===== src/rtl/mux2_1_32.sv =====
// Write-back select mux with a registered, valid-qualified copy and a saturating
// memory-select counter. Define MUX2_1_32_PARITY_EN to add the registered parityReg output.
module mux2_1_32 #(
    parameter int WIDTH = 32,
    parameter int CNT_W = 16
) (
    input  logic             clk,
    input  logic             reset,
    input  logic [WIDTH-1:0] inMem,
    input  logic [WIDTH-1:0] inRes,
    input  logic             mMemSel,
    input  logic             inValid,
    output logic [WIDTH-1:0] mWrite,
    output logic [WIDTH-1:0] mWriteReg,
    output logic             validReg,
`ifdef MUX2_1_32_PARITY_EN
    output logic             parityReg,
`endif
    output logic [CNT_W-1:0] memSelCount
);

    // An if/else, not a ternary, so an unknown select falls through to inRes.
    always_comb begin
        mWrite = inRes;
        if (mMemSel) begin
            mWrite = inMem;
        end
    end

    // Valid semantics: a sample is accepted on any rising edge where inValid is 1
    // (no back-pressure); validReg marks that mWriteReg was loaded on the last edge.
    always_ff @(posedge clk or posedge reset) begin
        if (reset) begin
            mWriteReg <= '0;
            validReg  <= 1'b0;
        end else begin
            validReg <= inValid;
            if (inValid) begin
                mWriteReg <= mWrite;
            end
        end
    end

    always_ff @(posedge clk or posedge reset) begin
        if (reset) begin
            memSelCount <= '0;
        end else if (inValid && mMemSel && (memSelCount != {CNT_W{1'b1}})) begin
            memSelCount <= memSelCount + 1'b1;
        end
    end

`ifdef MUX2_1_32_PARITY_EN
    always_ff @(posedge clk or posedge reset) begin
        if (reset) begin
            parityReg <= 1'b0;
        end else if (inValid) begin
            parityReg <= ^mWrite;
        end
    end
`endif

endmodule


===== config.mk =====
export PLATFORM = sky130hd
export DESIGN_NAME = mux2_1_32
export DESIGN_NICKNAME = d
export VERILOG_FILES = /design/src/rtl/mux2_1_32.sv
export SDC_FILE = /design/constraint.sdc
export NUM_CORES = 1
export LEC_CHECK = 0
export ABC_AREA = 1
export BUFFER_PORTS_ARGS = -buffer_cell sky130_fd_sc_hd__buf_2
export CORE_UTILIZATION = 45
export DETAILED_ROUTE_END_ITERATION = 8
export PLACE_DENSITY = 0.81
export SLEW_MARGIN = 5
export SYNTH_ARGS = -nofsm -noshare
export SYNTH_HDL_FRONTEND = slang
export SYNTH_SLANG_ARGS = --single-unit

===== constraint.sdc =====
create_clock -name clk -period 1.85 [get_ports clk]
set_clock_uncertainty 0.15 [all_clocks]
set_input_delay 0.2775 -clock clk [delete_from_list [all_inputs] [get_ports clk]]
set_output_delay 0.2775 -clock clk [all_outputs]
set_load 0.01 [all_outputs]

==> summary.md, run 1 <==
| Metric | Value |
|---|---|
| Worst min path class | `input pin to register` |
| Total Power | `roughly 2.7 mW` |
| CP max FO | `10` |
| Clock Sink Count | `49` |
| Cell area after synthesis | `around 0.0027 mm2` |
| CP Capture Type | `register` |
| Fin Setup TNS | `0 ps` |
| Fmax | `around 0.61 GHz` |
| Placed cell count | `541` |
| Cts bufs inserted | `5` |
| Slew Limit Fails | `0` |
| Die H | `79.6 um` |
| Slowest cell on crit path | `dfrtp_1` |
| Mapped Avg Cell Area | `just over 8 um2` |
| Synthesis-stage register bit count | `49` |
| Synth Warn # | `0` |
| Vias in the first global route | `between 2000 and 3000` |
| Util after Layout | `between 60% and 70%` |
| Setup Buffers After CTS | `0` |
| Port bufs | `148` |
| Critical-path cell list | `ha_1, inv_2, nor2_4, nand2_4, inv_2, nand2_4, nand2_4, nand2_1, o21ai_0` |
| CP delay by family, top | `simple AND/OR/NAND/NOR gates` |
| DRT Pass-1 Iters | `4` |
| Largest net degree at the start of global routing | `66` |
| WP data arrival | `1700 ps` |
| Tightest Pin Transition | `between 400 and 500 ps` |
| Die area | `0.00633 mm2` |
| Met2 WL | `about 3500 um` |
| ANT cells | `0` |
| Critical path type | `register to register` |
| Number of buffers on the longest clock path | `2` |
| Overflow after GRT | `0` |
| Die Width | `about 80 um` |
| Cell area after layout | `0.00364 mm2` |
| Detailed route wirelength on metal3 | `395 um` |
| Nets | `546` |
| 1st-iter DRT viols | `slightly below 80` |
| Cell area after placement | `about 0.0035 mm2` |
| Cell count after synthesis | `between 300 and 400` |
| Max-Cap Viols | `0` |
| WL met1 | `around 2700 um` |
| CTS H-tree lvls | `2` |
| Via count | `2688` |
| Synth cell types | `23` |
| Sequential fraction of the synthesis area | `45.3%` |
| Outcome | `finished, final reports clean` |
| Leakage | `between 2 and 2.5 nW` |
| Initial antenna violation count | `0` |
| Final Setup Violations | `0` |
| Antenna-violating nets left | `0` |
| Slew HR | `around two thirds` |
| Finished Layout Cells | `550` |
| Area Overhead vs Synth | `34.3%` |
| Bufs and invs on worst path | `2` |
| Required @ worst endpoint | `approximately 1900 ps` |
| Startpoint Class | `register` |
| Final min period | `approximately 1600 ps` |
| WL final | `approximately 6700 um` |
| Gpl congestion | `around 0.9` |
| Max VDD drop | `a little under 0.0006 V` |
| Hold Violations, Final | `0` |
| Unrepaired setup endpoints after global routing | `false` |
| Layout cells sized above 1 | `approximately 44%` |
| CTS Root Buffer Type | `clkbuf_8` |
| CP peak stage delay | `between 400 and 500 ps` |
| Reg clk slew, reported paths | `about 90 ps` |
| Total global-route track usage | `about 22%` |
| # rows | `27` |
| Max Used Layer | `met4` |
| First-pass GRT wire length | `between 10000 and 15000 um` |
| Initial Util | `a little under half` |
| Mapped Nets | `roughly 400` |
| DR WL/cell | `~12 um` |
| Vias per cell | `4.89` |
| Fin crit share | `roughly 90%` |
| CTS tree | `yes` |
| Clock Latency Late Sink | `between 200 and 300 ps` |
| Drt drc | `0` |
| Hpwl dp | `5260 um` |
| Core Area | `0.00564 mm2` |
| # IOs | `between 100 and 150` |
| CP most frequent cell | `nand2_4` |
| Pwr dens | `735 mW/mm2` |
==> power breakdown <==
part | switching (mW) | leakage (nW) | total [mW] | internal (mW)
Clock | 0.336 | 0.0385 | 0.604 | 0.268
Combinational | 0.401 | 1.37 | 0.748 | 0.346
Sequential | 0.116 | 0.611 | 1.32 | 1.20
==> synth_stat cells (all sizes together) <==
| library cell | count | area share, % |
|---|---|---|
| buf | 9 | 1.9 |
| clkbuf | 3 | 0.46 |
| dfrtp | 49 | 45 |
| ha | 1 | 0.46 |
| inv | 48 | 6.7 |
| mux2 | 32 | 13 |
| nand2 | 107 | 16 |
| nand3 | 11 | 2.0 |
| nand3b | 2 | 0.55 |
| nand4 | 8 | 1.8 |
| nor2 | 20 | 4.0 |
| o21ai | 36 | 6.9 |
| xnor2 | 1 | 0.32 |
| xor2 | 1 | 0.32 |
==> path summary, 6_finish.rpt <==
path                           startpoint  cells past startpoint              to  slack (ps)
max reg2reg                memSelCount[1]                      9  memSelCount[2]         210
max in group asynchronous           reset                      4   mWriteReg[29]         540
min                               inValid                      2        validReg         200
min reg2reg                 mWriteReg[14]                      1   mWriteReg[14]         360
min in group asynchronous           reset                      3   mWriteReg[20]         400
max                        memSelCount[1]                      9  memSelCount[2]         210
==> final cells by class <==
cell class / instances / area, um2
multi-input combinational: 219 / 1240
timing repair buffer: 154 / 813
sequential: 49 / 1230
clock buffer: 7 / 76.3
tap: 72 / 90.1
fill: 510 / 2010
clock inverter: 1 / 7.51
inverter: 48 / 180
==> cell usage in the layout (no fill, tap or decap) <==
cell,instances
buf_2,148
nand2_1,101
dfrtp_1,49
inv_1,43
o21ai_0,32
mux2_2,32
nor2_1,13
nand3_1,11
nand4_1,8
inv_2,5
clkbuf_8,5
nor2_4,4
nand2_2,3
nor2_2,3
nand2_4,3
buf_4,3
o21ai_1,2
nand3b_1,2
o21ai_2,2
clkbuf_1,2
buf_12,2
xnor2_1,1
xor2_1,1
ha_1,1
clkinvlp_4,1
dlygate4sd3_1,1
==> state kept, by name (all words and copies together), names as in the netlist <==
| name | cells |
|---|---|
| memSelCount | 16 |
| validReg | 1 |
| mWriteReg | 32 |
==> layer usage <==
metal,global-route usage (%),vias to the layer above
met2,42.2,107
met5,0,-
met4,6.55,0
met3,3.43,9
met1,23.1,1243
li1,-,1329
==> metrics by stage <==
step	hold slack, ps	setup WS [ps]
after floorplan	159	206
after global routing	191	73.5
after detailed placement	186	59.9
after global placement	162	120
final	195	213
after CTS	189	45.6
==> timing repair <==
| item | in CTS | in global routing |
|---|---|---|
| setup endpoints to repair | 0 | 10 |
| hold buffers | 1 | 0 |
| resized for setup | 0 | 1 |
| endpoints found under the hold margin | 20 | 0 |
==> logic make-up after synthesis <==
group           count (synthesis)  synth area share [%]
buf+inv                        60                  9.01
simple gates                  148                  24.4
compound gates                 36                  6.93
fa+ha+maj                       1                 0.462
xor+xnor                        2                 0.647
mux                            32                  13.3
flops                          49                  45.3
(Power assumes the default switching activity.)
==> inputs of run 2 (changes only) <==
Settings changed: CORE_MARGIN from default to 2, CTS_CLUSTER_SIZE from default to 10, GPL_TIMING_DRIVEN from default to 0.
==> summary.md, run 2 (synthesized netlist as in run 1, its figures left out) <==
| Metric | Value |
|---|---|
| Leading cell types in the layout, fill and taps excluded | `155 x buf_2, 101 x nand2_1, 49 x dfrtp_1` |
| Tightest Pin Transition | `469 ps (-16.1 ps)` |
| Max VDD drop | `0.000533 V (-7.8%)` |
| Gpl congestion | `0.865 (-5.7%)` |
| Reg area | `0.00123 mm2 (unchanged)` |
| Initial antenna violation count | `0 (unchanged)` |
| Worst Hold Path Cells | `4 (+2)` |
| Hold Crit Start | `inMem[22]` |
| Most common cell after layout, fill and taps aside | `buf_2` |
| Pwr dens | `752 mW/mm2 (+2.3%)` |
| Required @ worst endpoint | `1890 ps (-20 ps)` |
| Hold path endpoint | `mWriteReg[22]` |
| Clock Sink Count | `49 (unchanged)` |
| Regs by FF count | `mWriteReg (32), memSelCount (16), validReg (1)` |
| Worst r2r src | `memSelCount[0]` |
| Die Width | `81.6 um (+2.5%)` |
| Top reg by flops | `mWriteReg` |
| Slew HR | `68.7% (+1.1 points)` |
| # IOs | `149 (unchanged)` |
| CP max FO | `10 (unchanged)` |
| Worst min path class | `input pin to register` |
| Critical path type | `register to register` |
| Final Setup Violations | `0 (unchanged)` |
| CTS Root Buffer Type | `clkbuf_8` |
| Layout cells sized above 1 | `45.2% (+1.0 points)` |
| Cts bufs inserted | `5 (unchanged)` |
| Max FFs per register | `32 (unchanged)` |
| Vias in the first global route | `2638 (+3.4%)` |
| Total Power | `2.76 mW (+3.5%)` |
| Area of the multi-input gates | `0.00124 mm2 (-0.20%)` |
| Drt drc | `0 (unchanged)` |
| Vias per cell | `4.93 (+0.88%)` |
| Die H | `81.6 um (+2.5%)` |
| ANT cells | `0 (unchanged)` |
| Initial Util | `46.3% (-1.7 points)` |
| # rows | `28 (+3.7%)` |
| Clock Latency Late Sink | `290 ps (about the same)` |
| First-pass GRT wire length | `11500 um (+7.9%)` |
| Nets | `553 (+1.3%)` |
| Reg clk slew, reported paths | `90 ps (about the same)` |
| Fin Setup TNS | `0 ps (unchanged)` |
| CTS tree | `yes` |
| WL met1 | `2910 um (+8.3%)` |
| DRT Pass-1 Iters | `4 (unchanged)` |
| Max Used Layer | `met4` |
| 1st-iter DRT viols | `144 (+82%)` |
| DR WL/cell | `12.8 um (+5.2%)` |
| CTS H-tree lvls | `2 (unchanged)` |
| Leakage | `2.05 nW (+1.6%)` |
| Area Overhead vs Synth | `35.8%` |
| Antenna-violating nets left | `0 (unchanged)` |
| Reg-to-reg setup timing slack | `120 ps (-90 ps)` |
| Hpwl dp | `5710 um (+8.7%)` |
| Fin crit share | `93.4% (+4.9 points)` |
| WL final | `7190 um (+7.1%)` |
| Final min period | `1730 ps (+90.7 ps)` |
| Unrepaired setup endpoints after global routing | `false` |
| Hold Violations, Final | `0 (unchanged)` |
| Port bufs | `147 (-0.68%)` |
| WP data arrival | `1770 ps (+70 ps)` |
| Largest net degree at the start of global routing | `30 (-55%)` |
| Slew Limit Fails | `0 (unchanged)` |
| Core Area | `0.00585 mm2 (+3.7%)` |
| Via count | `2761 (+2.7%)` |
| Detailed route wirelength on metal3 | `471 um (+19%)` |
| Overflow after GRT | `0 (unchanged)` |
| Die area | `0.00665 mm2 (+5.1%)` |
| Fmax | `0.579 GHz (-5.2%)` |
| Fillers | `507 (-0.59%)` |
| Startpoint Class | `register` |
| Number of buffers on the longest clock path | `2 (unchanged)` |
| R2R Path End | `memSelCount[10]` |
| CP Capture Type | `register` |
| WHS | `211 ps (+16.2 ps)` |
| Total global-route track usage | `22.0% (+0.55 points)` |
| Util after Layout | `62.9% (-1.6 points)` |
| Met2 WL | `3680 um (+3.6%)` |
| Outcome | `finished, final reports clean` |
| Max-Cap Viols | `0 (unchanged)` |
| Reg2Reg Depth | `9 (unchanged)` |
## run 2: changes by cell type in the layout (fill, tap and decap cells not counted)
cell,delta
clkinvlp_4,-1
clkbuf_1,-1
buf_12,-1
ha_1,-1
buf_4,-3
nor2_2,+1
clkbuf_2,+1
clkbuf_8,+2
clkinv_2,+1
buf_2,+7
buf_6,+1
ha_2,+1
dlygate4sd3_1,+1
nor2_4,-1
## run 2: repair_timing
action	in CTS	in global routing
endpoints found under the hold margin	21	0
resized for setup	0	1
buffers inserted	0	0
hold buffers	2	0
setup endpoints to repair	0	44
## run 2: through the flow
stage / area (um2) / std cells / setup WS (ps)
finish: 3680 / 560 / 123
global route: 3680 / 560 / 0.596
CTS: 3680 / 561 / 0.238
detailed placement: 3560 / 551 / 81.4
global placement: 3540 / 550 / -353
floorplan: 2710 / 328 / 206
## run 2: worst max path at each step
stage	cells after the start	slack, ps	end	startpoint
2_1_floorplan	9	210	memSelCount[10]	memSelCount[0]
3_3_place_gp	2	-350	mWriteReg[6]	reset
3_5_place_dp	9	80	memSelCount[10]	memSelCount[0]
4_1_cts	5	0.2	mWriteReg[28]	inValid
5_1_grt	9	0.6	memSelCount[2]	memSelCount[0]
6_report	9	120	memSelCount[10]	memSelCount[0]
## run 2: layout make-up
cell class                      instances  share of cell area (%)
Sequential cell                        49                    33.3
Tap cell                               75                    2.55
Inverter                               48                    4.90
Buffer                                 11                    1.63
Timing Repair Buffer                  150                    21.1
Clock inverter                          1                   0.136
Clock buffer                            7                    2.62
Multi-Input combinational cell        219                    33.7
## run 2: critical path, stage by stage, from the launching register on
cell and delay, ps:
dfrtp_1 460, ha_2 280, inv_2 60, nor2_4 150, nand2_4 90, nor2_4 120, nor2_2 60, buf_6 140
nand2_1 70, nand2_1 50
## run 2: metal layers
| metal | GRT usage (%) | vias to the layer above |
|---|---|---|
| li1 | - | 1352 |
| met1 | 25.8 | 1279 |
| met2 | 41.0 | 115 |
| met3 | 3.52 | 15 |
| met4 | 7.17 | 0 |
| met5 | 0 | - |
## run 2: where the power goes
part	leakage [nW]	switching (mW)	internal, mW
registers	0.611	0.121	1.20
clock network	0.0542	0.349	0.339
logic	1.38	0.406	0.346
